$ cat config.mk
export PLATFORM = sky130hd
export DESIGN_NAME = sign_narrow
export DESIGN_NICKNAME = d
export VERILOG_FILES = /design/src/rtl/sign_narrow.sv
export SDC_FILE = /design/constraint.sdc
export NUM_CORES = 1
export LEC_CHECK = 0
export BUFFER_PORTS_ARGS = -buffer_cell sky130_fd_sc_hd__buf_2
export CAP_MARGIN = 10
export CORE_MARGIN = 4
export CORE_UTILIZATION = 47
export CTS_BUF_LIST = sky130_fd_sc_hd__clkbuf_2
export DETAILED_ROUTE_END_ITERATION = 10
export PLACE_DENSITY = 0.9
export RECOVER_POWER = 50
export SETUP_SLACK_MARGIN = 0.15
export SLEW_MARGIN = 10
export SYNTH_ARGS = -nofsm -noshare
export SYNTH_HDL_FRONTEND = slang
export SYNTH_SLANG_ARGS = --single-unit
export TNS_END_PERCENT = 5
$ cat constraint.sdc
create_clock -name clk -period 2.36 [get_ports clk]
set_input_delay 0.118 -clock clk [delete_from_list [all_inputs] [get_ports clk]]
set_output_delay 0.118 -clock clk [all_outputs]
set_load 0.02 [all_outputs]
$ cat src/rtl/sign_narrow.sv
// Narrows a signed IN_W-bit word to OUT_W bits, saturating or wrapping out-of-range values,
// behind a single-register valid/ready stage with sticky overflow and a saturating event count.
module sign_narrow #(
  parameter int IN_W   = 32,
  parameter int OUT_W  = 16,
  parameter bit SAT_EN = 1'b1
) (
  input  logic             clk,
  input  logic             reset_n,
  input  logic             in_valid,
  output logic             in_ready,
  input  logic [IN_W-1:0]  in_data,
  output logic             out_valid,
  input  logic             out_ready,
  output logic [OUT_W-1:0] out_data,
  output logic             out_sat,
  input  logic             clr,
  output logic             ovf_sticky,
  output logic [7:0]       sat_cnt
);

  localparam int HEAD_W = IN_W - OUT_W + 1;

  localparam logic [OUT_W-1:0] MAX_POS = {1'b0, {(OUT_W-1){1'b1}}};
  localparam logic [OUT_W-1:0] MIN_NEG = {1'b1, {(OUT_W-1){1'b0}}};

  logic [HEAD_W-1:0] head;
  logic              in_range;
  logic              in_xfer;
  logic [OUT_W-1:0]  narrowed;

  assign in_ready = !out_valid || out_ready;
  assign in_xfer  = in_valid && in_ready;

  // The word fits iff every bit from the sign down to the new sign position agrees.
  assign head     = in_data[IN_W-1:OUT_W-1];
  assign in_range = (head == '0) || (head == '1);

  always_comb begin
    narrowed = in_data[OUT_W-1:0];
    if (SAT_EN && !in_range) begin
      narrowed = in_data[IN_W-1] ? MIN_NEG : MAX_POS;
    end
  end

  // NOTE: state registers use non-blocking assignments so every flop samples pre-edge values.
  always_ff @(posedge clk or negedge reset_n) begin
    if (!reset_n) begin
      out_valid <= 1'b0;
      out_data  <= '0;
      out_sat   <= 1'b0;
    end else if (in_xfer) begin
      out_valid <= 1'b1;
      out_data  <= narrowed;
      out_sat   <= !in_range;
    end else if (out_ready) begin
      out_valid <= 1'b0;
    end
  end

  // Clear wins over a same-cycle out-of-range acceptance; the count sticks at its ceiling.
  always_ff @(posedge clk or negedge reset_n) begin
    if (!reset_n) begin
      ovf_sticky <= 1'b0;
      sat_cnt    <= '0;
    end else if (clr) begin
      ovf_sticky <= 1'b0;
      sat_cnt    <= '0;
    end else if (in_xfer && !in_range) begin
      ovf_sticky <= 1'b1;
      if (sat_cnt != 8'hFF) begin
        sat_cnt <= sat_cnt + 8'd1;
      end
    end
  end

endmodule

==> impl_results.md, run 1 <==
- Leakage power: 0.7926 nW
- Proportion of synthesized area in mux cells: 2.488%
- Fin cells: 229
- Status: finished, final reports clean
- RSZ-0062 raised after global routing: no
- Setup repair bufs after CTS: 0
- Grt ovf: 0
- Crit Path Class: flop to flop
- DP Wirelength: 2498 um
- CTS tree: yes
- Power Internal: 0.6414 mW
- Vias in the first global route: 1054
- XOR/XNOR Fraction of Synth Area: 4.019%
- Syn Inst Count: 132
- Comb pwr share: 26.0%
- Final hold slack: 0.02690 ns
- Skew final: 0.002220 ns
- Ys Warns: 0
- Simple-gate share of the synthesized area: 15.41%
- Sw Share: 32.48%
- Tmin final: 1.827 ns
- Vias: 1223
- Pwr Total: 0.9499 mW
- Avg Cell Area, Syn: 9.905 um^2
- Area share of the largest cell type after synthesis: 51.67%
- Inst Count DP: 223
- Peak fanout along the critical path: 6
- Drt first pass iters: 4
- Sequential Power Share: 56.3%
- # rows: 18
- Design area: 0.001675 mm^2
- Synth top area cells: dfrtp_1 (52%), a21oi_1 (6.1%), nand2_1 (5.5%)
- Hold Crit Class: input port to flop
- #FFs+latches synth: 27
- Fillcell total: 236
- Total Routing Usage GR: 17.15%
- Initial Util: 50.93%
- Netlist Area Pre-Place: 0.001308 mm^2
- Met2 routed WL: 1587 um
- Cell taking the most area after synthesis: dfrtp_1
- Chip Height: 60.75 um
- Max incr delay on CP: 0.46 ns
- CTS HTree Levels: 1
- Crit. End Element: flop
- Complex-gate fraction of the synthesized area: 21.91%
- Layout cells sized above 1: 32.66%
- Max cap viols: 0
- First-pass GRT wire length: 4740 um
- Startpoint types: flop
- Worst slack at placement: 0.5801 ns
- Final setup margin: 0.5325 ns
- Top-level port count: 65
- Largest net degree at the start of global routing: 28
- Max Root-Sink Buffers: 2
- NetSw: 0.3085 mW
- Antenna viol nets, final: 0
- Cell area after placement: 0.001653 mm^2
- Worst Tran Pin Value: 1.402 ns
- Worst vdd ir: 0.4327 mV
- Delay-heaviest family, CP: compound AO/OA/AOI/OAI gates
- Met1 wire length: 1320 um
- Ant. Diodes: 0
- Fin Setup TNS: 0 ns
- Iter 0 DRT Violations: 27
- Per-cell routed wire length: 13.68 um
- Synth Area in Adders: 0.9569%
- Clock Sinks: 27
- Period utilization: 77.44%
- Final slew viol count: 0
- Yosys cell types: 30
- Relative slew margins: 6.545%
- Register area share after synthesis: 51.67%
- CTS buffer count: 3
- Power Density: 567.0 mW/mm^2
- Hold Fails Final Rpt: 0
- Worst Path Required: 2.62 ns
- Max Used Layer: met4
- Critical Path AT: 2.09 ns
- Worst-Skew Late Latency: 0.33 ns
- Port Buf Inserts: 64
- Post-layout utilization of the core: 65.25%
- WL final: 3132 um
- DIE WIDTH: 60.75 um
- WP buf/inv: 0
- Clock share of power: 17.7%
- DRC: 0
- CP max stage cell: dfrtp_1
- Fmax achieved: 547.2 MHz
- Syn_nets: 170
- Final setup vio count: 0
- Die area: 0.003690 mm^2
- Gpl congestion: 0.8150
- Largest family of logic cells by synthesized area: compound AO/OA/AOI/OAI gates
- Via density: 5.341
- Met3 routed wirelength: 196 um
- Synth-to-layout area growth: 28.13%
- Crit-path cells: ha_1, nand3_1, o211ai_2, a211oi_1, a21oi_1, a31o_1
- Core Area: 0.002567 mm^2
- Nets: 238
- Initial antenna violation count: 0
- Worst-path clk slew: 0.23 ns
- Clk root buf: clkbuf_2
## state kept, by name (all words and copies together) (netlist names)
name and cells:
out_valid 1, sat_cnt 8, out_data 16, ovf_sticky 1
out_sat 1
## worst register-to-register path: stages, from the launching register on
cell	delay (ns)
dfrtp_1	0.46
ha_1	0.25
nand3_1	0.11
o211ai_2	0.15
a211oi_1	0.45
a21oi_1	0.14
a31o_1	0.19
## area by class of cell
class	instances	area (um^2)	share of cell area [%]
Sequential cell	27	675.6	40.33
Inverter	1	3.754	0.2240
Multi-Input combinational cell	97	585.6	34.95
Timing Repair Buffer	70	352.8	21.06
Clock buffer	4	20.02	1.195
Tap cell	30	37.54	2.240
## metal layers
layer	GRT usage [%]	up-vias
li1	-	610
met1	21.95	580
met2	29.62	31
met3	2.766	2
met4	5.573	0
met5	0	-
## synth_stat cells
| cell | instances |
|---|---|
| nand2_1 | 19 |
| dfrtp_1 | 27 |
| a21oi_2 | 1 |
| nand3_1 | 3 |
| mux2_2 | 2 |
| buf_6 | 2 |
| buf_2 | 1 |
| clkbuf_1 | 3 |
| nor2_1 | 9 |
| a2111oi_2 | 1 |
| and2_1 | 1 |
| o21ai_0 | 5 |
| a21oi_1 | 16 |
| a211oi_1 | 3 |
| ha_1 | 1 |
| a31oi_1 | 1 |
| a41o_2 | 1 |
| mux2i_1 | 1 |
| a31o_1 | 1 |
| o41ai_4 | 1 |
| nor4_1 | 4 |
| a2111oi_1 | 1 |
| nand4_1 | 5 |
| inv_1 | 1 |
| xnor2_1 | 6 |
| buf_1 | 1 |
| o21ai_1 | 10 |
| nand2b_1 | 3 |
| o211ai_2 | 1 |
| a41oi_1 | 1 |
## path summary, 6_finish.rpt
| check | start | endpoint | slack, ns | depth (start not counted) |
|---|---|---|---|---|
| max in group asynchronous | reset_n | out_data[5] | 0.96 | 2 |
| worst min-delay path | in_data[10] | out_data[10] | 0.03 | 3 |
| worst max register to register | sat_cnt[0] | sat_cnt[5] | 0.53 | 6 |
| min in group asynchronous | reset_n | ovf_sticky | 0.60 | 2 |
| worst max-delay path | sat_cnt[0] | sat_cnt[5] | 0.53 | 6 |
| worst min register to register | out_data[14] | out_data[14] | 0.51 | 2 |
## timing repair
item	4_1_cts	5_1_grt
hold buffers	1	1
resized for setup	0	0
endpoints found under the setup margin	0	0
hold endpoints to repair	27	1
## logic make-up (layout without fill, tap and decap cells)
kind of cell | count (synthesis) | after routing
AND/OR/NAND/NOR | 44 | 44
AO/OA/AOI/OAI | 43 | 43
flip-flops | 27 | 27
buffers and inverters | 8 | 75
XOR/XNOR | 6 | 6
multiplexers | 3 | 3
adder cells (fa/ha/maj) | 1 | 1
## power by group through the flow
stage                     logic (mW)  clock network [mW]  registers, mW
final                          0.247               0.168          0.535
after global routing           0.271               0.191          0.541
after CTS                      0.257               0.175          0.533
after detailed placement       0.256                   0          0.542
after global placement         0.249                   0          0.540
after floorplan               0.0848                   0          0.601
## cells in the final DEF, fill, tap and decap left out, types with 5 or more instances in the layout
master,instances
o21ai_1,10
o21ai_0,5
a21oi_1,16
nor2_1,9
buf_2,50
nand2_1,19
dfrtp_1,27
nand4_1,5
clkbuf_1,14
xnor2_1,6
No activity file was read; power rests on OpenSTA's default activity.
==> run 2: changes to the inputs <==
--- a/config.mk
+++ b/config.mk
@@ -5,13 +5,14 @@
 export SDC_FILE = /design/constraint.sdc
 export NUM_CORES = 1
 export LEC_CHECK = 0
+export ABC_AREA = 1
 export BUFFER_PORTS_ARGS = -buffer_cell sky130_fd_sc_hd__buf_2
 export CAP_MARGIN = 10
 export CORE_MARGIN = 4
-export CORE_UTILIZATION = 47
+export CORE_UTILIZATION = 43
 export CTS_BUF_LIST = sky130_fd_sc_hd__clkbuf_2
 export DETAILED_ROUTE_END_ITERATION = 10
-export PLACE_DENSITY = 0.9
+export PLACE_DENSITY = 0.86
 export RECOVER_POWER = 50
 export SETUP_SLACK_MARGIN = 0.15
 export SLEW_MARGIN = 10
==> constraint.sdc (replaced) <==
create_clock -name clk -period 1.6 [get_ports clk]
set_input_delay 0.08 -clock clk [delete_from_list [all_inputs] [get_ports clk]]
set_output_delay 0.08 -clock clk [all_outputs]
set_load 0.02 [all_outputs]
==> impl_results.md, run 2 <==
- Status: finished, final reports clean
- Period utilization: 92.94%
- Worst-Skew Late Latency: 0.35 ns
- Crit. End Element: flop
- Largest net degree at the start of global routing: 28
- Worst slack at placement: 0.07056 ns
- Ys Warns: 0
- Final hold slack: 0.02163 ns
- Final setup margin: 0.1130 ns
- Syn_nets: 221
- DIE WIDTH: 64.50 um
- Nets: 316
- CTS HTree Levels: 1
- Clock Sinks: 27
- Sequential Power Share: 52.4%
- Async S/R FF share, synth: 100.0%
- Ant. Diodes: 0
- Fmax achieved: 672.5 MHz
- Via density: 4.838
- Yosys cell types: 19
- Synth top area cells: dfrtp_1 (49%), nand2_1 (17%), nor2_1 (11%)
- Final setup vio count: 0
- Netlist Area Pre-Place: 0.001373 mm^2
- Register area: 678.2 um^2
- Gpl congestion: 0.8754
- Max reg flops: 16
- Crit Path Class: flop to flop
- Area share of the largest cell type after synthesis: 49.23%
- XOR/XNOR Fraction of Synth Area: 0%
- Vias: 1553
- Area of the multi-input gates: 688.2 um^2
- Die area: 0.004160 mm^2
- Peak fanout along the critical path: 8
- Hold Fails Final Rpt: 0
- WL final: 3994 um
- Largest family of logic cells by synthesized area: simple AND/OR/NAND/NOR gates
- Cell taking the most area after synthesis: dfrtp_1
- Drt first pass iters: 4
- Top FF cell, synth: dfrtp_1
- Initial antenna violation count: 0
- Worst Tran Pin Value: 0.6610 ns
- Synth-to-layout area growth: 49.77%
- Inst Count DP: 290
- Final slew viol count: 0
- Total Routing Usage GR: 19.37%
- Reg with most FFs: out_data
- Worst Path Required: 1.87 ns
- Critical Path AT: 1.75 ns
- Power Density: 749.1 mW/mm^2
- Iter 0 DRT Violations: 137
- Antenna viol nets, final: 0
- Max Root-Sink Buffers: 2
- Number of flops mapped to enable cells by yosys: 0
- DP Wirelength: 2461 um
- Comb pwr share: 30.9%
- #FFs+latches synth: 27
- Port Buf Inserts: 64
- Grt ovf: 0
- Post-synth top cells: nand2_1 (61), nor2_1 (39), dfrtp_1 (27)
- Fin cells: 321
- # rows: 20
- DRC: 0
- CTS buffer count: 3
- Layout cells sized above 1: 29.60%
- Per-cell routed wire length: 12.44 um
- CTS tree: yes
- Initial Util: 44.96%
- Hold Crit Class: input port to flop
- Most common cell after layout, fill and taps aside: nand2_1
- Max cap viols: 0
- Startpoint types: flop
- Synth Area in Adders: 0.9116%
- Leakage power: 1.017 nW
- First-pass GRT wire length: 6437 um
- Vias in the first global route: 1517
- Simple-gate share of the synthesized area: 35.73%
- Power Internal: 1.001 mW
- Register area share after synthesis: 49.23%
- Clk root buf: clkbuf_2
- Worst-path clk slew: 0.26 ns
- Complex-gate fraction of the synthesized area: 9.480%
- Worst vdd ir: 0.4295 mV
- Pwr Total: 1.540 mW
- Syn Inst Count: 183
- Chip Height: 64.50 um
- Core Area: 0.003053 mm^2
- Most frequent cells in the layout: nand2_1 (58), buf_2 (51), nor2_1 (38)
- Fin Setup TNS: 0 ns
- RSZ-0062 raised after global routing: yes
- Avg Cell Area, Syn: 7.500 um^2
- Most frequent cell after synthesis: nand2_1
- Top-level port count: 65
- NetSw: 0.5386 mW
- Largest regs: out_data: 16 flops, sat_cnt: 8 flops
- Tmin final: 1.487 ns
- Clock share of power: 16.7%
- Proportion of synthesized area in mux cells: 0%
- Relative slew margins: 55.93%
- Fillcell total: 277
- Skew final: 0.01635 ns
- Sw Share: 34.98%
[run 2: changes by cell type after synthesis, sizes merged, moves of 4 or more]
cell / change
nand3: +9
nor4: -4
nor2: +30
xnor2: -6
nand2: +44
inv: +10
o21ai: -12
nand4: -5
[run 2: power groups by stage]
stage / clock network (mW) / logic [mW] / registers [mW]
after floorplan: 0 / 0.144 / 0.910
after global placement: 0 / 0.409 / 0.813
after detailed placement: 0 / 0.420 / 0.814
after CTS: 0.268 / 0.475 / 0.804
after global routing: 0.306 / 0.525 / 0.818
final: 0.257 / 0.476 / 0.807
[run 2: worst paths after layout]
path,startpoint,end,slack [ns],cells past startpoint
setup / recovery,sat_cnt[0],sat_cnt[0],0.11,10
hold / removal,in_valid,out_valid,0.02,3
setup reg to reg,sat_cnt[0],sat_cnt[0],0.11,10
hold reg to reg,out_sat,out_sat,0.52,2
max in group asynchronous,reset_n,sat_cnt[1],0.87,2
min in group asynchronous,reset_n,out_sat,0.25,2
[run 2: repair_timing]
action                     in CTS  in global routing
pin swaps                       3                  1
hold endpoints to repair       44                  2
gates resized for setup         5                  4
setup endpoints to repair       8                  9
buffers inserted                5                  1
hold buffers                   18                  2
cloned                          1                  0
[run 2: cell families after synthesis]
family | count (synthesis)
flip-flops | 27
AO/OA/AOI/OAI | 23
AND/OR/NAND/NOR | 117
adder cells (fa/ha/maj) | 1
buffers and inverters | 15
[run 2: layer usage]
layer  routed length [um]  share of wire [%]  track usage, %
met1                 1598                 40           22.66
met2                 2130                 53           35.82
met4                   63                1.6           6.860
met3                  201                5.0           2.773
met5                    0                  0               0
[run 2: cell type report]
| class | count | share of cell area, % |
|---|---|---|
| Clock buffer | 3 | 0.7304 |
| Sequential cell | 27 | 32.99 |
| Clock inverter | 1 | 0.2435 |
| Tap cell | 44 | 2.678 |
| Multi-Input combinational cell | 142 | 33.48 |
| Timing Repair Buffer | 93 | 27.88 |
| Inverter | 11 | 2.009 |
[run 2: metrics by stage]
stage | area, um^2 | utilization, %
after floorplan | 1375 | -
after global placement | 1750 | 57.34
after detailed placement | 1750 | 57.34
after CTS | 2027 | 66.39
after global routing | 2056 | 67.34
final | 2056 | 67.34
[run 2: critical path: stages (launching register included)]
cell and delay [ns]:
dfrtp_2 0.45, ha_4 0.14, nand2_1 0.06, inv_2 0.08
nand3_4 0.08, nor3_4 0.15, nand2_2 0.11, nand3_4 0.12
nand2_8 0.09, nand2_1 0.09, nand2_1 0.05
